`config.mk`:
```
export PLATFORM = sky130hd
export DESIGN_NAME = mux_scan_sequencer
export DESIGN_NICKNAME = d
export VERILOG_FILES = /design/src/rtl/mux_scan_sequencer.sv
export SDC_FILE = /design/constraint.sdc
export NUM_CORES = 1
export LEC_CHECK = 0
export CORE_ASPECT_RATIO = 0.7
export CORE_MARGIN = 1.5
export CORE_UTILIZATION = 52
export DETAILED_ROUTE_END_ITERATION = 12
export HOLD_SLACK_MARGIN = 0.05
export PLACE_DENSITY = 0.78
export SETUP_SLACK_MARGIN = 0.2
export SYNTH_ARGS = -nofsm -noshare
export SYNTH_HDL_FRONTEND = slang
export SYNTH_SLANG_ARGS = --single-unit
```
`constraint.sdc`:
```
create_clock -name clk_i -period 2.52 [get_ports clk_i]
set_clock_uncertainty 0.2 [all_clocks]
set_input_delay 0.504 -clock clk_i [delete_from_list [all_inputs] [get_ports clk_i]]
set_output_delay 0.504 -clock clk_i [all_outputs]
set_load 0.05 [all_outputs]
```
`src/rtl/mux_scan_sequencer.sv`:
```
// -----------------------------------------------------------------------------
// mux_scan_sequencer
//
// Upstream controller for a 4:1 mux. Walks the enabled input channels in
// ascending order, holds each select value for a programmable settle time,
// samples the mux output, and assembles the samples into a 4-bit frame that is
// announced with a one-cycle frame_valid_o pulse. Supports one-shot and
// continuous scanning; a stop request always lets the current frame finish.
//
// Parameters
//   DWELL          settle cycles per channel before capture (>= 1)
//
// Ports
//   clk_i          rising-edge clock
//   rst_ni         asynchronous active-low reset
//   start_i        request to begin a scan, honoured only while idle
//   stop_i         finish the current frame, then return to idle
//   cont_i         read at the end of a frame: 1 = scan again, 0 = go idle
//   ch_en_i[3:0]   channel enable mask, latched when a start is accepted
//   mux_out_i      output of the downstream 4:1 mux
//   s1_o, s0_o     mux select lines (MSB, LSB)
//   busy_o         high whenever a scan is in progress
//   frame_o[3:0]   last completed frame, bit i = sample of input i (0 if disabled)
//   frame_valid_o  one-cycle pulse when a new frame is presented
//   start_err_o    one-cycle pulse when start arrives with an empty mask
// -----------------------------------------------------------------------------
module mux_scan_sequencer #(
  parameter int DWELL = 4
) (
  input  logic       clk_i,
  input  logic       rst_ni,
  input  logic       start_i,
  input  logic       stop_i,
  input  logic       cont_i,
  input  logic [3:0] ch_en_i,
  input  logic       mux_out_i,
  output logic       s1_o,
  output logic       s0_o,
  output logic       busy_o,
  output logic [3:0] frame_o,
  output logic       frame_valid_o,
  output logic       start_err_o
);

  localparam int CW = $clog2(DWELL) + 1;
  localparam logic [CW-1:0] CNT_LAST = CW'(DWELL - 1);

  typedef enum logic [1:0] {
    IDLE    = 2'd0,
    SETTLE  = 2'd1,
    CAPTURE = 2'd2,
    DONE    = 2'd3
  } state_e;

  state_e        state_q;
  logic [1:0]    sel_q;
  logic [3:0]    en_q;
  logic [3:0]    sample_q;
  logic [3:0]    frame_q;
  logic [CW-1:0] cnt_q;
  logic          stop_pend_q;
  logic          busy_q;
  logic          frame_valid_q;
  logic          start_err_q;

  logic [3:0]    capture_d;
  logic          has_next_d;
  logic [1:0]    next_sel_d;

  // Lowest enabled channel of a mask; only called with a non-zero mask.
  function automatic logic [1:0] lowest_bit(input logic [3:0] m);
    if (m[0])      return 2'd0;
    else if (m[1]) return 2'd1;
    else if (m[2]) return 2'd2;
    else           return 2'd3;
  endfunction

  // Sample vector including the bit being captured this cycle, and the next
  // enabled channel strictly above the current select (if any).
  always_comb begin
    capture_d        = sample_q;
    capture_d[sel_q] = mux_out_i;
    has_next_d       = 1'b0;
    next_sel_d       = sel_q;
    case (sel_q)
      2'd0: begin
        if (en_q[1]) begin
          has_next_d = 1'b1;
          next_sel_d = 2'd1;
        end else if (en_q[2]) begin
          has_next_d = 1'b1;
          next_sel_d = 2'd2;
        end else if (en_q[3]) begin
          has_next_d = 1'b1;
          next_sel_d = 2'd3;
        end
      end
      2'd1: begin
        if (en_q[2]) begin
          has_next_d = 1'b1;
          next_sel_d = 2'd2;
        end else if (en_q[3]) begin
          has_next_d = 1'b1;
          next_sel_d = 2'd3;
        end
      end
      2'd2: begin
        if (en_q[3]) begin
          has_next_d = 1'b1;
          next_sel_d = 2'd3;
        end
      end
      default: begin
        has_next_d = 1'b0;
      end
    endcase
  end

  // Scan FSM. Every output is a register so the mux select and status lines
  // are glitch-free. The select only moves on entry to SETTLE, so it is held
  // for the DWELL settle cycles plus the capture cycle before sampling.
  always_ff @(posedge clk_i or negedge rst_ni) begin
    if (!rst_ni) begin
      state_q       <= IDLE;
      sel_q         <= 2'd0;
      en_q          <= 4'd0;
      sample_q      <= 4'd0;
      frame_q       <= 4'd0;
      cnt_q         <= '0;
      stop_pend_q   <= 1'b0;
      busy_q        <= 1'b0;
      frame_valid_q <= 1'b0;
      start_err_q   <= 1'b0;
    end else begin
      frame_valid_q <= 1'b0;
      start_err_q   <= 1'b0;

      // A stop seen while busy is remembered until the frame ends.
      if (busy_q && stop_i) begin
        stop_pend_q <= 1'b1;
      end

      case (state_q)
        IDLE: begin
          sel_q <= 2'd0;
          // stop together with start cancels the start entirely.
          if (start_i && !stop_i) begin
            if (ch_en_i != 4'd0) begin
              en_q     <= ch_en_i;
              sel_q    <= lowest_bit(ch_en_i);
              cnt_q    <= '0;
              sample_q <= 4'd0;
              busy_q   <= 1'b1;
              state_q  <= SETTLE;
            end else begin
              start_err_q <= 1'b1;
            end
          end
        end

        SETTLE: begin
          cnt_q <= cnt_q + CW'(1);
          if (cnt_q == CNT_LAST) begin
            state_q <= CAPTURE;
          end
        end

        CAPTURE: begin
          sample_q <= capture_d;
          if (has_next_d) begin
            sel_q   <= next_sel_d;
            cnt_q   <= '0;
            state_q <= SETTLE;
          end else begin
            // Frame includes the capture happening on this same edge.
            frame_q       <= capture_d;
            frame_valid_q <= 1'b1;
            state_q       <= DONE;
          end
        end

        DONE: begin
          if (cont_i && !stop_pend_q) begin
            sel_q    <= lowest_bit(en_q);
            cnt_q    <= '0;
            sample_q <= 4'd0;
            state_q  <= SETTLE;
          end else begin
            stop_pend_q <= 1'b0;
            sel_q       <= 2'd0;
            cnt_q       <= '0;
            busy_q      <= 1'b0;
            state_q     <= IDLE;
          end
        end

        default: begin
          state_q <= IDLE;
        end
      endcase
    end
  end

  assign s1_o          = sel_q[1];
  assign s0_o          = sel_q[0];
  assign busy_o        = busy_q;
  assign frame_o       = frame_q;
  assign frame_valid_o = frame_valid_q;
  assign start_err_o   = start_err_q;

endmodule
```
=== Yosys cells after proc, flatten, opt, wreduce, memory -nomap -nowiden ===
Cells that the tools add are included.

* Bits in registers: 23
* Output and inout port bits: 9
* Logic and storage cells: 93

* $lt $le $gt $ge: 2
* Multiplexer cells: 48
* Add/sub/neg operators: 1
* Bitwise logic cells: 1
* Equal/unequal tests: 13
* Reduce and logical (&&, ||, !) cells: 18

{| class="wikitable"
|+ Operator list
! operator !! count
|-
| 2-bit 2-to-1 mux || 15
|-
| 1-bit 2-to-1 mux || 18
|-
| 4-bit 2-to-1 mux || 3
|-
| 2-bit != test, second input constant || 6
|-
| 2-bit case mux with 3 select lines || 2
|-
| 3-bit case mux with 4 select lines || 1
|-
| 4-bit case mux with 3 select lines || 1
|-
| 3-bit AND reduction || 4
|-
| 3-bit 2-to-1 mux || 3
|-
| 2-bit case mux with 4 select lines || 1
|-
| 4-bit AND reduction || 2
|-
| 2-bit equality test, second input constant || 3
|-
| 4-bit bitwise mux || 1
|-
| 2-bit by 1-bit equality test with 1-bit output, second input constant || 2
|-
| 1-bit logical AND || 4
|-
| 2-bit logical NOT || 2
|-
| 4-bit by 1-bit != test with 1-bit output, second input constant || 1
|-
| 4-bit nonzero test || 1
|-
| 3-bit by 1-bit adder with 3-bit output, second input constant || 1
|-
| 3-bit by 2-bit equality test with 1-bit output, second input constant || 1
|-
| 2-bit by 3-bit < comparator with 1-bit output, second input constant || 1
|-
| 1-bit case mux with 3 select lines || 1
|-
| 3-bit nonzero test || 1
|-
| 1-bit demux with 2-bit select || 1
|-
| other kinds (6) || 7
|}

=== Depth between registers and ports, before layout ===
Gate-level depths: netlist of the first run.

* Depth after elaboration: 6
* Gate-level depth with buffers: 8

=== Worst setup path before layout of the first run ===
No wires, ideal clock.

* Kind: register to register
* Start: register sel_q[1]
* End: register sel_q[1]
* Path slack: 0.025 ns
* Period minus slack after synthesis: 2.495 ns
* Data arrival time: 2.208 ns
* Required time: 2.233 ns
* Stages on the path, launching flop included: 8
* Cells stage by stage: dfrtp_1 inv_1 ha_1 nor2b_1 a2111oi_0 nor3_1 mux2_2 a211oi_2

* Cells in the longest elaborated chain, start to end: 6
* Elaborated cells between the ends (all ways): 13
* Those cells by class: eq/ne: 4; mux: 7; reduce/logical: 2

{| class="wikitable"
|+ RTL lines
! item !! line !! text
|-
| start: declaration || 56 || <nowiki>logic [1:0] sel_q;</nowiki>
|-
| start signal: assignment || 150 || <nowiki>sel_q <= lowest_bit(ch_en_i);</nowiki>
|-
| start signal: assignment || 171 || <nowiki>sel_q <= next_sel_d;</nowiki>
|-
| start signal: assignment || 184 || <nowiki>sel_q <= lowest_bit(en_q);</nowiki>
|-
| 2-bit 2-to-1 mux (3 in series) || - ||
|-
| 2-bit case mux with 3 select lines || 85 || <nowiki>case (sel_q)</nowiki>
|-
| 2-bit 2-to-1 mux || 170 || <nowiki>if (has_next_d) begin</nowiki>
|-
| 2-bit case mux with 3 select lines || 143 || <nowiki>case (state_q)</nowiki>
|}

Several ways; a longest one is shown, not always the timed one. The select of a mux whose other input is x is not followed.
A chain may end at the register's enable or synchronous reset.

=== Final worst setup path of the first run ===
* Start: register sel_q[1]
* End: output port s1_o

{| class="wikitable"
|+ RTL lines
! item !! line !! text
|-
| end: declaration || 37 || <nowiki>output logic s1_o,</nowiki>
|}

No word-level cell between the ends.

==> impl_results.md, run 1 <==
- Cts hold-fix bufs: 0
- Setup violators final: 0
- Core region area: 0.002172 mm2
- Post-synthesis mux area share: 0.08912
- Crit path max fanout: 4
- Final Max Tran Viols: 0
- Critical Path Source Type: flip-flop
- Non-filler instance count after layout: 184
- Initial Utilization: 0.5559
- Max Cap Viol: 0
- Reg2reg start: sel_q[0]
- Die area: 0.002625 mm2
- Port buffer count: 18
- Post-synth EDFFs: 0
- Ranking of synthesized cells by area: dfrtp_1 (48%), ha_1 (6.2%), mux2_2 (5.6%)
- GRT overflow: 0
- Final min period: 2.272 ns
- Hold Slack: 0.3057 ns
- Critical Path Sink Type: primary output
- PD cells: 1251 mW/mm2
- Bufs on Longest Clock Path: 2
- Top FF cell, synth: dfrtp_1
- Yosys warns: 0
- Post-route setup TNS: 0 ns
- Hold path start: frame_o[2]
- Post-Syn Instances: 119
- Ys async rst share: 1.000
- Leading area contributor after synthesis: dfrtp_1
- Post-synth top area share: 0.4767
- Slowest cell on crit path: clkdlybuf4s50_1
- # IOs: 19
- Fmax achieved: 440.2 MHz
- Mapped Avg Cell Area: 10.15 um2
- CP top delay family: buffers and inverters
- Synth Area in Adders: 0.06218
- Fill count: 183
- CP startpoint: sel_q[1]
- Vias per cell: 5.598
- Final ANT Viol Nets: 0
- Period utilisation layout: 0.9014
- Layout cells sized above 1: 0.2171
- P_leak: 0.6665 nW
- N_diodes: 0
- Crit Path Class: reg2out
- Post-Place Setup Slack: -0.007392 ns
- Setup ws final: 0.2484 ns
- Peak VDD IR: 0.6939 mV
- Number of global-route vias before repair: 1052
- Fin nets: 169
- First-pass GRT wire length: 5009 um
- CTS tree: yes
- DR iter-0 viols: 33
- Root Buffer: clkbuf_4
- Ordered list of cells on the worst path: clkdlybuf4s50_1
- Req. time, crit path: 1.82 ns
- Via count: 1030
- WL final: 2995 um
- Slowest stage delay, CP: 0.81 ns
- Die W: 60.60 um
- Rows: 14
- CP arrival: 1.57 ns
- Placed insts: 177
- Total Routing Usage GR: 0.2694
- RSZ-0062 raised after global routing: no
- Reg clk slew, reported paths: 0.13 ns
- Crit path buf inv count: 1
- DRT Pass-1 Iters: 4
- Placed wire-length estimate: 2177 um
- Final hold viol count: 0
- Relative slew slack: 0.5442
- Post-synthesis sequential area ratio: 0.4767
- Status: finished, final reports clean
- Worst Hold Class: reg2reg
- Largest net degree at the start of global routing: 16
- Slew @ Worst Pin: 0.6816 ns
- Clock sinks: 23
- DRC: 0
- Initial antenna violation count: 0
- Synth Area in XOR/XNOR: 0
- Compound-gate portion of the synthesized area: 0.1824
- Seq cells post-synth: 23
- Post-Syn Nets: 135
- Main combinational cell family by area after synthesis: compound AO/OA/AOI/OAI gates
- Mapped Area: 0.001207 mm2
- WL/cell: 16.28 um
- Final Total Pwr: 1.970 mW
- CTS Buf Count: 3
- Netlist cell types: 32
- # H-tree levels: 1
- Simple-gate share of the synthesized area: 0.1585
- Routability cong.: 0.8052
- Clk_lat worst skew: 0.32 ns
- Die H: 43.32 um
- Area growth from synthesis to layout: 30.36%
[path summary, 6_finish.rpt]
path                               end  slack (ns)  cells after the start
hold / removal              frame_o[2]        0.31                      2
min in group asynchronous      en_q[3]        0.37                      1
setup / recovery                  s1_o        0.25                      1
max in group asynchronous  sample_q[2]        1.19                      2
hold reg to reg             frame_o[2]        0.31                      2
setup reg to reg              sel_q[1]        0.31                      7
[worst reg2reg max path, delay by kind of cell (launching register included)]
family / cells / cell delay (ns)
compound gates: 2 / 0.61
fa+ha+maj: 1 / 0.22
simple gates: 2 / 0.25
buf+inv: 1 / 0.11
mux: 1 / 0.28
flops: 1 / 0.47
[placed cells by master (no fill, tap or decap), drive strengths merged, types with 3 or more instances in the layout]
cell | netlist | final
ha | 6 | 6
o2bb2ai | 4 | 4
a211oi | 4 | 4
o21ai | 13 | 13
buf | 0 | 14
mux2 | 6 | 6
clkbuf | 3 | 4
nor3 | 6 | 6
nand2b | 3 | 3
a21oi | 4 | 4
clkdlybuf4s50 | 0 | 17
nor2 | 6 | 6
mux2i | 4 | 4
nor2b | 4 | 4
nand2 | 12 | 12
dfrtp | 23 | 23
inv | 7 | 7
[stage by stage]
stage,utilization,area [um2]
floorplan,-,1210
global placement,0.6912,1501
detailed placement,0.6912,1501
CTS,0.7062,1534
global route,0.7247,1574
finish,0.7247,1574
[cell type report]
cell class	instances	area, um2	share of cell area
well taps	32	40.04	0.02544
multi-input cells	86	615.6	0.3911
clock buffers	4	26.28	0.01669
inverters	7	26.28	0.01669
repair buffers	32	287.8	0.1828
flip-flops and latches	23	578.1	0.3672
[power by group]
part / switching [mW] / total, mW / internal (mW)
Sequential: 0.146 / 0.670 / 0.523
Clock: 0.113 / 0.176 / 0.0621
Combinational: 0.634 / 1.12 / 0.490
[flip-flops by register name, summed over array words and instances (netlist names)]
| name | flops |
|---|---|
| en_q | 4 |
| frame_valid_o | 1 |
| stop_pend_q | 1 |
| state_q | 2 |
| sel_q | 2 |
| cnt_q | 3 |
| frame_o | 4 |
| sample_q | 4 |
| start_err_o | 1 |
| busy_o | 1 |
[cells in the mapped netlist, types with 3 or more instances]
cell type,count
nor2_1,6
clkbuf_1,3
o21ai_0,5
nor3_1,5
nand2_1,12
o2bb2ai_1,4
mux2i_1,4
o21ai_1,8
a211oi_1,3
a21oi_1,4
inv_1,7
ha_1,6
nor2b_1,4
nand2b_1,3
mux2_2,6
dfrtp_1,23
[routing by layer]
layer / track usage / part of all wire
met1: 0.3567 / 0.45
met2: 0.4215 / 0.48
met3: 0.07317 / 0.048
met4: 0.1043 / 0.027
met5: 0 / 0
[what timing repair did]
item	CTS	global route
resized for setup	2	5
setup buffers	0	3
endpoints found under the setup margin	1	3
pin swaps	0	1
[cells by family (layout without fill, tap and decap cells)]
family                     after synthesis  in the layout
DFF                                     23             23
AOI/OAI and AO/OA                       33             33
and+or+nand+nor                         37             37
muxes                                   10             10
adders and majority gates                6              6
buffers and inverters                   10             43
No activity file was read; power rests on OpenSTA's default activity.
==> inputs of run 2 (changes only) <==
- CTS_CLUSTER_SIZE: not set -> 10
- MAX_ROUTING_LAYER: not set -> met4
==> run 2 against run 1 <==
  * Final area is the same
  * Critical path depth is the same
  * Power up 0.19%
  * Non-clock buffer count did not move
  * Largest power group unchanged
==> impl_results.md, run 2 (synthesis gave the netlist of run 1 again) <==
- Period utilisation layout: 0.9016 (about the same)
- Final Max Tran Viols: 0 (unchanged)
- Number of global-route vias before repair: 1051 (-0.095%)
- Final min period: 2.272 ns (+0.0003520 ns)
- Fin nets: 169 (unchanged)
- Crit Path Class: reg2out
- Util after Layout: 0.7247 (unchanged)
- Ordered list of cells on the worst path: clkdlybuf4s50_1
- N_diodes: 0 (unchanged)
- Die W: 60.60 um (unchanged)
- Commonest non-fill, non-tap cell in the layout: dfrtp_1
- Crit path buf inv count: 1 (unchanged)
- Rows: 14 (unchanged)
- Placed insts: 177 (unchanged)
- DR iter-0 viols: 31 (-6.1%)
- CTS Buf Count: 3 (unchanged)
- Vias per cell: 5.625 (+0.49%)
- GRT overflow: 0 (unchanged)
- Crit path max fanout: 4 (unchanged)
- Reg clk slew, reported paths: 0.13 ns (about the same)
- Initial Utilization: 0.5559 (unchanged)
- Non-filler instance count after layout: 184 (unchanged)
- Slowest cell on crit path: clkdlybuf4s50_1
- Root Buffer: clkbuf_4
- PD cells: 1254 mW/mm2 (+0.19%)
- DRC: 0 (unchanged)
- Die area: 0.002625 mm2 (unchanged)
- Bufs on Longest Clock Path: 2 (unchanged)
- Commonest non-fill, non-tap cells in the layout: dfrtp_1 (21), clkdlybuf4s50_1 (17), buf_4 (14)
- Req. time, crit path: 1.82 ns (about the same)
- DRT Pass-1 Iters: 4 (unchanged)
- Cts hold-fix bufs: 0 (unchanged)
- Max Cap Viol: 0 (unchanged)
- Fmax achieved: 440.1 MHz (about the same)
- WL final: 3026 um (+1.0%)
- Critical Path Sink Type: primary output
- Critical Path Source Type: flip-flop
- # H-tree levels: 1 (unchanged)
- Initial antenna violation count: 0 (unchanged)
- Layout cells sized above 1: 0.2171 (unchanged)
- Via count: 1035 (+0.49%)
- Routability cong.: 0.8169 (+1.5%)
- CTS tree: yes
- Worst R2R Path Depth: 7 (unchanged)
- Worst Hold Class: reg2reg
- Die H: 43.32 um (unchanged)
- Final ANT Viol Nets: 0 (unchanged)
- Largest net degree at the start of global routing: 16 (unchanged)
- RSZ-0062 raised after global routing: no
- WP depth: 1 (unchanged)
- Core region area: 0.002172 mm2 (unchanged)
- WL/cell: 16.45 um (+1.0%)
- Relative slew slack: 0.5371 (-0.007002)
- Clk_lat worst skew: 0.33 ns (about the same)
- Placed wire-length estimate: 2177 um (unchanged)
- Port buffer count: 18 (unchanged)
- P_leak: 0.6665 nW (unchanged)
- Slowest stage delay, CP: 0.81 ns (about the same)
- Status: finished, final reports clean
- CP top delay family: buffers and inverters
- Peak VDD IR: 0.6957 mV (+0.27%)
- Final Total Pwr: 1.973 mW (+0.19%)
- Slew @ Worst Pin: 0.6921 ns (+0.01047 ns)
- CP arrival: 1.57 ns (about the same)
- Hold Crit Depth: 2 (unchanged)
- Total Routing Usage GR: 0.2780 (+0.008594)
- Setup violators final: 0 (unchanged)
- Area growth from synthesis to layout: 30.36% (unchanged)
- First-pass GRT wire length: 5009 um (unchanged)
- Final hold viol count: 0 (unchanged)
- Clock sinks: 23 (unchanged)
- # IOs: 19 (unchanged)
- Post-route setup TNS: 0 ns (unchanged)
-- run 2: cell counts in the layout (fill, tap and decap cells not counted) --
No cell type changed its count.
-- run 2: per-layer routing --
metal	global-route usage	wire length, um	vias to the layer above
met5	-	0	-
met4	0.1043	81	0
met3	0.07012	151	10
met2	0.4215	1444	29
met1	0.3587	1348	501
li1	-	-	495
-- run 2: power by group --
group	switching [mW]	internal, mW	total [mW]	leakage, nW
registers	0.147	0.523	0.670	0.286
clock network	0.114	0.0622	0.176	0.0150
logic	0.637	0.490	1.13	0.365
-- run 2: layout make-up --
type	instances	area, um2
Clock buffer	4	26.28
Timing Repair Buffer	32	287.8
Multi-Input combinational cell	86	615.6
Sequential cell	23	578.1
Tap cell	32	40.04
Inverter	7	26.28
Fill cell	183	598.1
-- run 2: repair_timing --
item                                    in CTS  in global routing
setup buffers                                0                  3
gates resized for setup                      2                  5
pin swaps                                    0                  1
endpoints found under the hold margin        0                  0
endpoints found under the setup margin       1                  3
-- run 2: final timing paths --
kind / startpoint / endpoint / slack, ns
max: sel_q[1] / s1_o / 0.25
min in group asynchronous: rst_ni / en_q[3] / 0.38
max reg2reg: sel_q[0] / sel_q[1] / 0.32
min reg2reg: frame_o[2] / frame_o[2] / 0.31
min: frame_o[2] / frame_o[2] / 0.31
max in group asynchronous: rst_ni / sample_q[2] / 1.18
-- run 2: stage by stage --
step | instance area, um2 | hold slack, ns | worst slack [ns]
finish | 1574 | 0.3079 | 0.2480
global route | 1574 | 0.3324 | 0.2019
CTS | 1534 | 0.3119 | 0.2027
detailed placement | 1501 | 0.2791 | -0.007392
global placement | 1501 | 0.2662 | 0.04012
floorplan | 1210 | 0.008409 | 0.2091
-- run 2: worst min-delay path, stage by stage, from the launching register on --
cell     delay (ns)
dfrtp_1        0.37
nand2_1        0.05
o21ai_0        0.06
==> inputs of run 3 (changes only) <==
- CORE_UTILIZATION: 52 -> 61
- DONT_BUFFER_PORTS: not set -> 1
- PLACE_DENSITY: 0.78 -> 0.77
==> run 3 against run 2 <==
  * Routed wire length shrank 17%
  * Count of clock-buffer cells in the layout shrank 1
  * Hold slack got worse by 0.22 ns
  * Sequential cell count did not move
  * Combinational power down 29%
  * Final area down 17%
  * Clock power grew 5%
  * Non-clock buffer count is 26 lower
  * Sequential share of layout area grew 7.4 points
  * Register-to-register slack barely moved
  * Critical path type is now reg2reg
  * Highest routed layer unchanged
==> impl_results.md, run 3 (synthesis gave the netlist of run 1 again) <==
- Post-Place Setup Slack: 0.2029 ns (+0.2103 ns)
- CTS Buf Count: 3 (unchanged)
- Final Max Tran Viols: 0 (unchanged)
- Vias per cell: 6.358 (+13%)
- Crit path max fanout: 5 (+1)
- Peak VDD IR: 0.9247 mV (+33%)
- Port buffer count: 0 (-18)
- Setup repair bufs after CTS: 0 (unchanged)
- Root Buffer: clkbuf_4
- DRC: 0 (unchanged)
- Bufs on Longest Clock Path: 2 (unchanged)
- Post-route setup TNS: 0 ns (unchanged)
- Die area: 0.002260 mm2 (-14%)
- Via count: 941 (-9.1%)
- Status: finished, final reports clean
- Slew @ Worst Pin: 1.017 ns (+0.3247 ns)
- Layout cells sized above 1: 0.1746 (-0.04250)
- Commonest non-fill, non-tap cells in the layout: dfrtp_1 (21), nand2_1 (12), o21ai_1 (8)
- WL/cell: 17.01 um (+3.5%)
- Fin nets: 143 (-15%)
- PD cells: 1349 mW/mm2 (+7.6%)
- Relative slew slack: 0.3199 (-0.2173)
- Initial Utilization: 0.6511 (+0.09527)
- Rows: 13 (-1)
- Max Cap Viol: 0 (unchanged)
- Critical Path Source Type: flip-flop
- Placed cell area: 0.001264 mm2 (-16%)
- Hold Slack: 0.08600 ns (-0.2219 ns)
- Req. time, crit path: 2.58 ns (+0.76 ns)
- Core region area: 0.001854 mm2 (-15%)
- DR iter-0 viols: 99 (+220%)
- DRT Pass-1 Iters: 4 (unchanged)
- Final hold viol count: 0 (unchanged)
- Placed wire-length estimate: 1897 um (-13%)
- Crit Path Class: reg2reg
- Initial antenna violation count: 0 (unchanged)
- RSZ-0062 raised after global routing: no
- Setup ws final: 0.3200 ns (+0.07198 ns)
- Critical Path Sink Type: flip-flop
- Area growth from synthesis to layout: 8.498%
- Clk_lat worst skew: 0.33 ns (about the same)
- Period utilisation layout: 0.8730 (-0.02856)
- Final ANT Viol Nets: 0 (unchanged)
- Total Routing Usage GR: 0.2735 (-0.004510)
- Worst Hold Class: in2reg
- Reg clk slew, reported paths: 0.13 ns (about the same)
- Non-filler instance count after layout: 148 (-20%)
- GRT overflow: 0 (unchanged)
- WL final: 2518 um (-17%)
- CP arrival: 2.26 ns (+0.69 ns)
- Number of global-route vias before repair: 901 (-14%)
- Placed insts: 143 (-19%)
- Die W: 56.18 um (-7.3%)
- N_diodes: 0 (unchanged)
- Setup violators final: 0 (unchanged)
- Fmax achieved: 454.6 MHz (+3.3%)
- # H-tree levels: 1 (unchanged)
- Final non-filler cell area: 0.001310 mm2 (-17%)
- First-pass GRT wire length: 4312 um (-14%)
- Commonest non-fill, non-tap cell in the layout: dfrtp_1
- Final min period: 2.200 ns (-0.07198 ns)
- # IOs: 19 (unchanged)
- CTS tree: yes
- Largest net degree at the start of global routing: 24 (+8)
- Util after Layout: 0.7065 (-0.01818)
- Final Total Pwr: 1.767 mW (-10%)
- Routability cong.: 0.8294 (+1.5%)
- Clock sinks: 23 (unchanged)
- Die H: 40.23 um (-7.1%)
- P_leak: 0.5496 nW (-18%)
==> run 3: timing repair <==
item,in CTS,in global routing
hold endpoints to repair,23,0
gates resized for setup,1,2
hold buffers,1,0
setup endpoints to repair,1,1
==> run 3: layout make-up <==
cell class | count | area, um2
clock buffer | 3 | 22.52
clock inverter | 1 | 7.507
fill | 137 | 544.3
inverter | 7 | 26.28
multi-input combinational | 86 | 600.6
sequential | 23 | 578.1
tap | 22 | 27.53
timing repair buffer | 6 | 47.55
==> run 3: critical path, stage by stage (launching register included) <==
cell and delay [ns]:
dfrtp_2 0.40, buf_4 0.22, ha_2 0.25, o21ai_1 0.07, a2111oi_1 0.38, nor3_1 0.12, mux2_2 0.28, a211oi_2 0.20
==> run 3: metal layers <==
| metal | vias up | share of wire | global-route usage | wire (um) |
|---|---|---|---|---|
| met4 | 0 | 0.021 | 0.1190 | 54 |
| met1 | 468 | 0.48 | 0.3406 | 1214 |
| met2 | 22 | 0.45 | 0.4294 | 1127 |
| li1 | 445 | - | - | - |
| met5 | - | 0 | - | 0 |
| met3 | 6 | 0.048 | 0.07742 | 122 |
==> run 3: report_power, final <==
part	internal, mW	switching, mW
Clock	0.0609	0.124
Sequential	0.520	0.257
Combinational	0.349	0.456
==> run 3: path summary, 6_finish.rpt <==
check	from	to	slack (ns)	depth (start not counted)
min in group asynchronous	rst_ni	en_q[1]	0.58	1
worst max register to register	sel_q[1]	sel_q[1]	0.32	7
max in group asynchronous	rst_ni	sel_q[0]	0.86	1
worst max-delay path	sel_q[1]	sel_q[1]	0.32	7
worst min register to register	sample_q[3]	sample_q[3]	0.31	1
worst min-delay path	ch_en_i[1]	en_q[1]	0.09	2
